File: config.mk
export PLATFORM = sky130hd
export DESIGN_NAME = boa_csr_mfile
export DESIGN_NICKNAME = d
export VERILOG_FILES = /design/src/rtl/boa_csr_pkg.sv /design/src/rtl/boa_csr_counter64.sv /design/src/rtl/boa_csr_mfile.sv
export SDC_FILE = /design/constraint.sdc
export NUM_CORES = 1
export LEC_CHECK = 0
export BUFFER_PORTS_ARGS = -buffer_cell sky130_fd_sc_hd__buf_2
export CORE_MARGIN = 5
export CORE_UTILIZATION = 37
export DETAILED_ROUTE_END_ITERATION = 8
export SLEW_MARGIN = 20
export SYNTH_ARGS = -nofsm -noshare
export SYNTH_HDL_FRONTEND = slang
export SYNTH_SLANG_ARGS = --single-unit
File: constraint.sdc
create_clock -name clk -period 3.65 [get_ports clk]
set_clock_uncertainty 0.05 [all_clocks]
set_input_delay 0.365 -clock clk [delete_from_list [all_inputs] [get_ports clk]]
set_output_delay 0.365 -clock clk [all_outputs]
set_load 0.02 [all_outputs]
File: src/rtl/boa_csr_pkg.sv
// Shared definitions for the machine-mode CSR file: CSR addresses, field positions,
// constant register values and the read-modify-write data helper.
package boa_csr_pkg;

    localparam logic [11:0] CSR_MSTATUS   = 12'h300;
    localparam logic [11:0] CSR_MISA      = 12'h301;
    localparam logic [11:0] CSR_MIE       = 12'h304;
    localparam logic [11:0] CSR_MTVEC     = 12'h305;
    localparam logic [11:0] CSR_MSCRATCH  = 12'h340;
    localparam logic [11:0] CSR_MEPC      = 12'h341;
    localparam logic [11:0] CSR_MCAUSE    = 12'h342;
    localparam logic [11:0] CSR_MIP       = 12'h344;
    localparam logic [11:0] CSR_MVENDORID = 12'hF11;
    localparam logic [11:0] CSR_MARCHID   = 12'hF12;
    localparam logic [11:0] CSR_MIMPID    = 12'hF13;
    localparam logic [11:0] CSR_MHARTID   = 12'hF14;
    localparam logic [11:0] CSR_MCYCLE    = 12'hB00;
    localparam logic [11:0] CSR_MINSTRET  = 12'hB02;
    localparam logic [11:0] CSR_MCYCLEH   = 12'hB80;
    localparam logic [11:0] CSR_MINSTRETH = 12'hB82;
    localparam logic [11:0] CSR_CYCLE     = 12'hC00;
    localparam logic [11:0] CSR_INSTRET   = 12'hC02;
    localparam logic [11:0] CSR_CYCLEH    = 12'hC80;
    localparam logic [11:0] CSR_INSTRETH  = 12'hC82;

    localparam int MSTATUS_MIE  = 3;
    localparam int MSTATUS_MPIE = 7;
    localparam int MCAUSE_IRQ   = 31;

    localparam logic [31:0] MISA_VALUE   = 32'h4000_0100;
    localparam logic [31:0] MSTATUS_MPP  = 32'h0000_1800;
    localparam logic [31:0] MTVEC_MASK   = 32'hFFFF_FFFD;

    typedef enum logic [1:0] {
        WM_READ  = 2'b00,
        WM_WRITE = 2'b01,
        WM_SET   = 2'b10,
        WM_CLEAR = 2'b11
    } csr_wmode_e;

    function automatic logic [31:0] boa_csrw_helper(input csr_wmode_e mode,
                                                    input logic [31:0] rdata,
                                                    input logic [31:0] wmask);
        logic [31:0] res;
        case (mode)
            WM_WRITE: res = wmask;
            WM_SET:   res = rdata | wmask;
            WM_CLEAR: res = rdata & ~wmask;
            default:  res = rdata;
        endcase
        return res;
    endfunction

endpackage

File: src/rtl/boa_csr_counter64.sv
// 64-bit free-running counter with independently writable 32-bit halves.
// Any write suppresses that cycle's increment; the unwritten half is held.
module boa_csr_counter64 (
    input  logic        clk_i,
    input  logic        rst_i,
    input  logic        inc_i,
    input  logic        we_lo_i,
    input  logic        we_hi_i,
    input  logic [31:0] wdata_i,
    output logic [63:0] count_o
);

    logic [63:0] count_q, count_d;

    always_comb begin
        count_d = count_q;
        if (we_lo_i) count_d[31:0] = wdata_i;
        if (we_hi_i) count_d[63:32] = wdata_i;
        if (inc_i && !we_lo_i && !we_hi_i) count_d = count_q + 64'd1;
    end

    always_ff @(posedge clk_i or posedge rst_i) begin
        if (rst_i) count_q <= '0;
        else       count_q <= count_d;
    end

    assign count_o = count_q;

endmodule

File: src/rtl/boa_csr_mfile.sv
// Machine-mode CSR register file with trap entry/return state handling.
// Define BOA_CSR_COUNTERS_EN to implement the mcycle/minstret counters and their aliases.
module boa_csr_mfile
    import boa_csr_pkg::*;
#(
    parameter logic [31:0] HARTID     = 32'd0,
    parameter logic [31:0] RESET_TVEC = 32'h0000_0000
) (
    input  logic        clk,
    input  logic        rst,
    input  logic        csr_we,
    input  logic [11:0] csr_addr,
    input  logic [1:0]  csr_wmode,
    input  logic [31:0] csr_wmask,
    output logic        csr_exists,
    output logic        csr_rdonly,
    output logic [1:0]  csr_priv,
    output logic [31:0] csr_rdata,
    input  logic        ex_trap,
    input  logic        ex_irq,
    input  logic [30:0] ex_epc,
    input  logic [3:0]  ex_cause,
    output logic [30:0] ex_tvec,
    input  logic        ret,
    output logic [30:0] ret_epc,
    input  logic        retire,
    input  logic [2:0]  irq_lines,
    output logic        irq_pend
);

    logic        mie_q, mie_d, mpie_q, mpie_d;
    logic [2:0]  irq_en_q, irq_en_d;     // {MEIE, MTIE, MSIE}
    logic [31:0] mtvec_q, mtvec_d;
    logic [31:0] mscratch_q, mscratch_d;
    logic [30:0] mepc_q, mepc_d;
    logic [31:0] mcause_q, mcause_d;

    logic        trap, wr_ok;
    logic [31:0] wdata;
    logic [31:0] rdata;
    logic        exists;

    assign trap  = ex_trap | ex_irq;
    // Trap or return owns the cycle; a concurrent CSR write is discarded.
    assign wr_ok = csr_we && (csr_wmode != 2'b00) && !trap && !ret;
    assign wdata = boa_csrw_helper(csr_wmode_e'(csr_wmode), rdata, csr_wmask);

`ifdef BOA_CSR_COUNTERS_EN
    logic [63:0] mcycle, minstret;

    boa_csr_counter64 u_mcycle (
        .clk_i   (clk),
        .rst_i   (rst),
        .inc_i   (1'b1),
        .we_lo_i (wr_ok && csr_addr == CSR_MCYCLE),
        .we_hi_i (wr_ok && csr_addr == CSR_MCYCLEH),
        .wdata_i (wdata),
        .count_o (mcycle)
    );

    boa_csr_counter64 u_minstret (
        .clk_i   (clk),
        .rst_i   (rst),
        .inc_i   (retire),
        .we_lo_i (wr_ok && csr_addr == CSR_MINSTRET),
        .we_hi_i (wr_ok && csr_addr == CSR_MINSTRETH),
        .wdata_i (wdata),
        .count_o (minstret)
    );
`else
    logic unused_retire;
    assign unused_retire = retire;
`endif

    always_comb begin
        exists = 1'b1;
        rdata  = '0;
        case (csr_addr)
            CSR_MSTATUS:  rdata = MSTATUS_MPP | ({31'd0, mpie_q} << MSTATUS_MPIE)
                                              | ({31'd0, mie_q} << MSTATUS_MIE);
            CSR_MISA:     rdata = MISA_VALUE;
            CSR_MIE:      rdata = {20'd0, irq_en_q[2], 3'd0, irq_en_q[1], 3'd0, irq_en_q[0], 3'd0};
            CSR_MTVEC:    rdata = mtvec_q;
            CSR_MSCRATCH: rdata = mscratch_q;
            CSR_MEPC:     rdata = {mepc_q, 1'b0};
            CSR_MCAUSE:   rdata = mcause_q;
            CSR_MIP:      rdata = {20'd0, irq_lines[2], 3'd0, irq_lines[1], 3'd0, irq_lines[0], 3'd0};
            CSR_MVENDORID, CSR_MARCHID, CSR_MIMPID: rdata = '0;
            CSR_MHARTID:  rdata = HARTID;
`ifdef BOA_CSR_COUNTERS_EN
            CSR_MCYCLE,    CSR_CYCLE:    rdata = mcycle[31:0];
            CSR_MCYCLEH,   CSR_CYCLEH:   rdata = mcycle[63:32];
            CSR_MINSTRET,  CSR_INSTRET:  rdata = minstret[31:0];
            CSR_MINSTRETH, CSR_INSTRETH: rdata = minstret[63:32];
`endif
            default:      exists = 1'b0;
        endcase
    end

    always_comb begin
        mie_d      = mie_q;
        mpie_d     = mpie_q;
        irq_en_d   = irq_en_q;
        mtvec_d    = mtvec_q;
        mscratch_d = mscratch_q;
        mepc_d     = mepc_q;
        mcause_d   = mcause_q;
        if (trap) begin
            mepc_d   = ex_epc;
            mcause_d = {ex_irq, 27'd0, ex_cause};
            mpie_d   = mie_q;
            mie_d    = 1'b0;
        end else if (ret) begin
            mie_d  = mpie_q;
            mpie_d = 1'b1;
        end else if (wr_ok) begin
            case (csr_addr)
                CSR_MSTATUS: begin
                    mie_d  = wdata[MSTATUS_MIE];
                    mpie_d = wdata[MSTATUS_MPIE];
                end
                CSR_MIE:      irq_en_d   = {wdata[11], wdata[7], wdata[3]};
                CSR_MTVEC:    mtvec_d    = wdata & MTVEC_MASK;
                CSR_MSCRATCH: mscratch_d = wdata;
                CSR_MEPC:     mepc_d     = wdata[31:1];
                CSR_MCAUSE:   mcause_d   = wdata;
                default: ;
            endcase
        end
    end

    always_ff @(posedge clk or posedge rst) begin
        if (rst) begin
            mie_q      <= 1'b0;
            mpie_q     <= 1'b0;
            irq_en_q   <= '0;
            mtvec_q    <= RESET_TVEC & MTVEC_MASK;
            mscratch_q <= '0;
            mepc_q     <= '0;
            mcause_q   <= '0;
        end else begin
            mie_q      <= mie_d;
            mpie_q     <= mpie_d;
            irq_en_q   <= irq_en_d;
            mtvec_q    <= mtvec_d;
            mscratch_q <= mscratch_d;
            mepc_q     <= mepc_d;
            mcause_q   <= mcause_d;
        end
    end

    assign csr_exists = exists;
    assign csr_rdata  = rdata;
    assign csr_rdonly = (csr_addr[11:10] == 2'b11);
    assign csr_priv   = csr_addr[9:8];
    // Vectored mode offsets interrupts by 4*cause bytes, i.e. cause<<1 in halfword units.
    assign ex_tvec    = {mtvec_q[31:2], 1'b0}
                      + ((ex_irq && mtvec_q[0]) ? {26'd0, ex_cause, 1'b0} : 31'd0);
    assign ret_epc    = mepc_q;
    assign irq_pend   = (|(irq_lines & irq_en_q)) & mie_q;

endmodule

# [Word level (Yosys, flattened, before mapping)]
# Index checks and enable logic that the tools add are counted.
[totals] reg_bits=131 latchBits=0 mem_bits_rw=0 mem_bits_ro=0 inputBits=91 out_inout_bits=99 word_cells=74 memories=0
[op_classes] add_sub_neg=1 multipliers=0 div_mod_pow=0 n_lt_le_gt_ge=0 eq_ne=17 shifts=0 n_mux=20 bitwise_logic=9 n_reduce_logical=20
[op_table] op="$pmux W32 S8" n=1
[op_table] op="$mux W32" n=4
[op_table] op="$mux W31" n=4
[op_table] op="$eq A12 B10 Y1 const B" n=8
[op_table] op="$pmux W32 S3" n=1
[op_table] op="$eq A12 B12 Y1 const B" n=4
[op_table] op="$and A32 B32 Y32" n=1
[op_table] op="$not A32 Y32" n=1
[op_table] op="$or A32 B32 Y32" n=1
[op_table] op="$add A31 B5 Y31" n=1
[op_table] op="$or A13 B4 Y13" n=1
[op_table] op="$reduce_and A4 Y1" n=3
[op_table] op="$reduce_or A12 Y1" n=1
[op_table] op="$mux W1" n=9
[op_table] op="$reduce_bool A2 Y1" n=4
[op_table] op="$eq A2 B2 Y1 const B" n=3
[op_table] op="$reduce_and A3 Y1" n=2
[op_table] op="$reduce_bool A3 Y1" n=2
[op_table] op="$mux W5" n=1
[op_table] op="$logic_and A1 B1 Y1" n=4
[op_table] op="$and A3 B3 Y3" n=1
[op_table] op="$reduce_or A3 Y1" n=1
[op_table] op="$eq A2 B1 Y1 const B" n=1
[op_table] op="$logic_not A1 Y1" n=2
[op_table] op="other kinds (5)" n=6

# [Logic depth before layout (Yosys ltp)]
[logic_depth] depth_word=8 depth_mapped=10 ltp_nobuf=10

# [Worst setup path after synthesis]
# OpenSTA, ideal clock, no wires.
[synth_timing] kind="reg-to-output" startpoint="reg mtvec_q[0]" endpoint="out ex_tvec[11]" arrival_time_ns=2.311 required_ns=3.235 slack_ns=0.924 stages_incl_launch_ff=11 cell_sequence="dfrtp_1 and3_1 ha_1 inv_1 fa_1 inv_1 a21oi_1 o21bai_1 nand3_1 nor3_1 xor2_1"
[synth_between] elab_chain_cells=3
[synth_lines] item="start, declared" line="boa_csr_mfile.sv:33" rtl="logic [31:0] mtvec_q, mtvec_d;"
[synth_lines] item="start signal, assigned" line="boa_csr_mfile.sv:137" rtl="mtvec_q <= RESET_TVEC & MTVEC_MASK;"
[synth_lines] item="start signal, assigned" line="boa_csr_mfile.sv:145" rtl="mtvec_q <= mtvec_d;"
[synth_lines] item="$logic_and A1 B1 Y1" line="boa_csr_mfile.sv:158" rtl="+ ((ex_irq && mtvec_q[0]) ? {26'd0, ex_cause, 1'b0} : 31'd0);"
[synth_lines] item="$mux W5" line="boa_csr_mfile.sv:158"
[synth_lines] item="$add A31 B5 Y31" line="boa_csr_mfile.sv:158"
[synth_lines] item="end, declared" line="boa_csr_mfile.sv:23" rtl="output logic [30:0] ex_tvec,"
# No other way between the ends.

# [Worst setup path in the final report]
[layout_timing] startpoint="reg mtvec_q[0]" endpoint="out ex_tvec[15]"
# Same word-level chain as after synthesis.

==> implementation parameters <==
Parameter                              Value

Outcome
  Result of the run    complete, no violations

STA
  Final number of max-transition violations    0
  Time the worst path needs with I/O delays and setup    around 3.3 ns
  Ratio of final minimum period to clock period    around nine tenths
  Final count of negative-setup-slack endpoints    0
  Hold violation total from the final report    0
  Summed negative setup slack over all endpoints    0 ns
  Worst slew margin relative to its limit    between 30% and 40%
  Worst hold-check slack    0.0977 ns
  Final worst slack    between 0.3 and 0.4 ns
  Transition at the pin with the smallest max-transition slack    about 0.91 ns
  RSZ-0062 raised after global routing    false
  Maximum clock frequency    ~0.3 GHz

Power
  Power density over the cells    roughly 380 nW/µm²
  Leakage power summed over all cells    around 4.5 nW
  Post-layout power    about 3.7 mW
  Worst supply voltage drop on vdd    between 200 and 300 µV

Yosys
  Synth warnings    0
  Yosys top cell area share    between 40 and 50%
  Number of synthesized register bits    131
  Synthesized area    around 8000 µm²
  Ranking of synthesized cells by area    dfrtp_1 41%, o21ai_1 8.8%, nand2_1 4.7%
  EDFF count, synth    0
  Synth Instances    approximately 930
  Share of the yosys chip area belonging to registers    roughly two fifths
  Nets in the synthesized netlist    1024
  Share of flip-flops with an asynchronous set or reset    between 90% and 100%
  Post-Synthesis Mean Instance Area    roughly 8.5 µm²
  Most frequently used flop master after synthesis    dfrtp_1
  Count of different cell masters after synthesis    63
  Cell accounting for the most synthesized area    dfrtp_1

Floorplan
  Area of the die    24500 µm²
  Die extent in y    around 160 µm
  DIE WIDTH    roughly 160 µm
  Core area    21100 µm²
  Rows    53
  Starting Density    roughly 38%
  IO Count    190

Clock network
  TritonCTS clock tree    done
  Number of buffers on the longest clock path    2
  Clock slew at reported path FFs    around 0.06 ns
  Clock latency on the worst-skew pair    ~0.42 ns
  CTS H-tree depth    4
  Number of buffers created by CTS    17
  CTS Hold Bufs    1
  Buffer cell driving the clock tree root    clkbuf_16
  Buffers inserted by post-CTS timing repair    0
  Post-CTS sizing    0
  Num Clock Sinks    131

Drt
  Top routing layer in use    met4
  Avg WL per Cell    19.6 µm
  Vias post-DR    roughly 7600
  Number of DRC violations after detailed routing    0
  Via density    around 5.5
  Detail Route met3 WL    about 2100 µm
  Residual antenna-violating net count after detailed routing    0
  Initial DRC Count    561
  Post-detailed-routing wire length    27100 µm
  Detail Route met2 WL    ~12000 µm
  Count of TritonRoute iterations in the first routing pass    6
  Met1 wire length    ~12000 µm

Placement
  Worst-case setup slack after placement    0.601 ns
  Port Buffer Count    between 150 and 200
  Detailed Place HPWL    about 19000 µm
  Placed insts    about 1300
  Routability cong.    approximately 0.92
  Post-placement cell area    approximately 9000 µm²

Cells and area
  Post-route insts no fill    between 1000 and 1500
  Final design utilization    around 46%
  Post-route design area    approximately 9800 µm²
  Fraction of layout instances using a drive strength above 1    27.0%
  Nets    approximately 1200
  Layout Area Growth over Synthesis    23.2%

Worst setup path
  Count of buffer and inverter cells on the critical path    3
  Reg2reg start    mtvec_q[7]$_DFFE_PP0P_
  Crit path kind    flip-flop to output port
  Arrival time worst endpoint    ~3 ns
  Cell class contributing the biggest share of worst-path delay    simple AND/OR/NAND/NOR gates
  Slowest-stage cell, CP    dfrtp_1
  Stage delay of the slowest cell on the critical path    ~0.42 ns
  Crit Reg-Reg Endpoint    mpie_q$_DFFE_PP0P_
  R2R setup slack    between 1 and 1.5 ns
  Crit end category    output port
  Critical path, cell by cell    and3_1 -> ha_1 -> inv_1 -> fa_1 -> inv_1 -> a21oi_1 -> o21bai_1 -> nand3_1 -> nor3_1 -> xor2_1 -> buf_2
  Most numerous cell on the critical path    inv_1
  Depth of the most critical reg-to-reg path    6
  Number of stages on the worst setup path    11
  Required time worst endpoint    3.23 ns
  Sort of element at the start of the critical path    flip-flop
  Worst-path fanout max    6

Global routing
  Maximum number of pins on one net before global-route repair    130
  Global-route usage over all layers    between 20 and 25%
  Global route total overflow    0
  Number of antenna violations at the first check in global routing    1
  Vias in the first global route    around 7400
  First-pass GRT wire length    42200 µm

Flow run
  Max-cap viol count    0

Min path
  Min-delay src    ex_epc[25]
  Hold-critical path depth    3
  Kind of path behind the tightest hold check    input pin to flip-flop
  Endpoint of the worst hold path    ret_epc[25]$_DFFE_PP0P_
cells by family (layout without fill, tap and decap cells):
group,count (synthesis),after routing,share of synthesized area (%)
adders and majority gates,5,5,0.884
buffers and inverters,89,266,4.89
muxes,34,34,4.36
other,1,3,0.0473
xor gates and xnor gates,31,31,3.42
AOI/OAI and AO/OA,312,312,24.2
DFF,131,131,41.4
and+or+nand+nor,325,325,20.9
state kept, by name, indices dropped and copies added (netlist names):
signal	cells
irq_en_q	3
mpie_q	1
mtvec_q	31
mie_q	1
mcause_q	32
ret_epc	31
mscratch_q	32
placed cells by master (no fill, tap or decap), types with 15 or more instances in the layout:
master	count
buf_2	187
o21ai_1	139
dfrtp_1	131
nand2_1	98
nand3_1	61
a21oi_1	55
nor2_1	49
and3_1	32
o21ai_2	31
mux2i_1	30
and2_1	30
buf_4	28
a32oi_1	21
a22oi_1	21
xnor2_1	17
clkbuf_16	17
inv_1	16
o21ai_0	15
how the worst max path moves through the flow:
stage | startpoint | to | slack, ns
floorplan | mtvec_q[0]$_DFFE_PP0P_ | ex_tvec[11] | 0.92
global placement | ex_irq | ex_tvec[15] | 0.62
detailed placement | ex_irq | ex_tvec[11] | 0.60
CTS | mtvec_q[0]$_DFFE_PP0P_ | ex_tvec[11] | 0.31
global route | mtvec_q[0]$_DFFE_PP0P_ | ex_tvec[11] | 0.13
finish | mtvec_q[0]$_DFFE_PP0P_ | ex_tvec[15] | 0.30
per-layer routing:
metal  GRT usage (%)  vias up
met5               0        -
met4            6.49        0
met3            4.78       32
met2            35.0      298
met1            30.5     3584
li1                -     3706
synth_stat cells (14+ instances only):
library cell    n
mux2i_1        30
xor2_1         14
o21ai_1       139
o21ai_2        31
a21oi_1        55
xnor2_1        17
o21ai_0        15
nor2_1         51
and2_1         30
dfrtp_1       131
a22oi_1        21
a32oi_1        21
nand2_1        99
clkbuf_1       40
and3_1         32
inv_1          17
nand3_1        62
buf_2          22
where the power goes:
| part | internal [mW] | switching [mW] |
|---|---|---|
| registers | 1.49 | 0.0288 |
| logic | 0.155 | 0.291 |
| clock network | 1.12 | 0.666 |
worst reg2reg max path, stage by stage (launching register included):
cell      delay, ns
dfrtp_1        0.49
mux2i_1        0.19
nor3_1         0.06
a22oi_1        0.32
o21ai_1        0.14
a221oi_2       0.66
a41oi_1        0.20
final cells by class:
type                       count  area [µm²]
clock buffer                  21         460
clock inverter                11         151
tap                          275         344
timing repair buffer         217        1180
fill                        2125       11300
antenna                        2        5.00
inverter                      17        67.6
sequential                   131        3280
multi-input combinational    708        4290
Note: power is estimated with default switching activity, not from simulation.
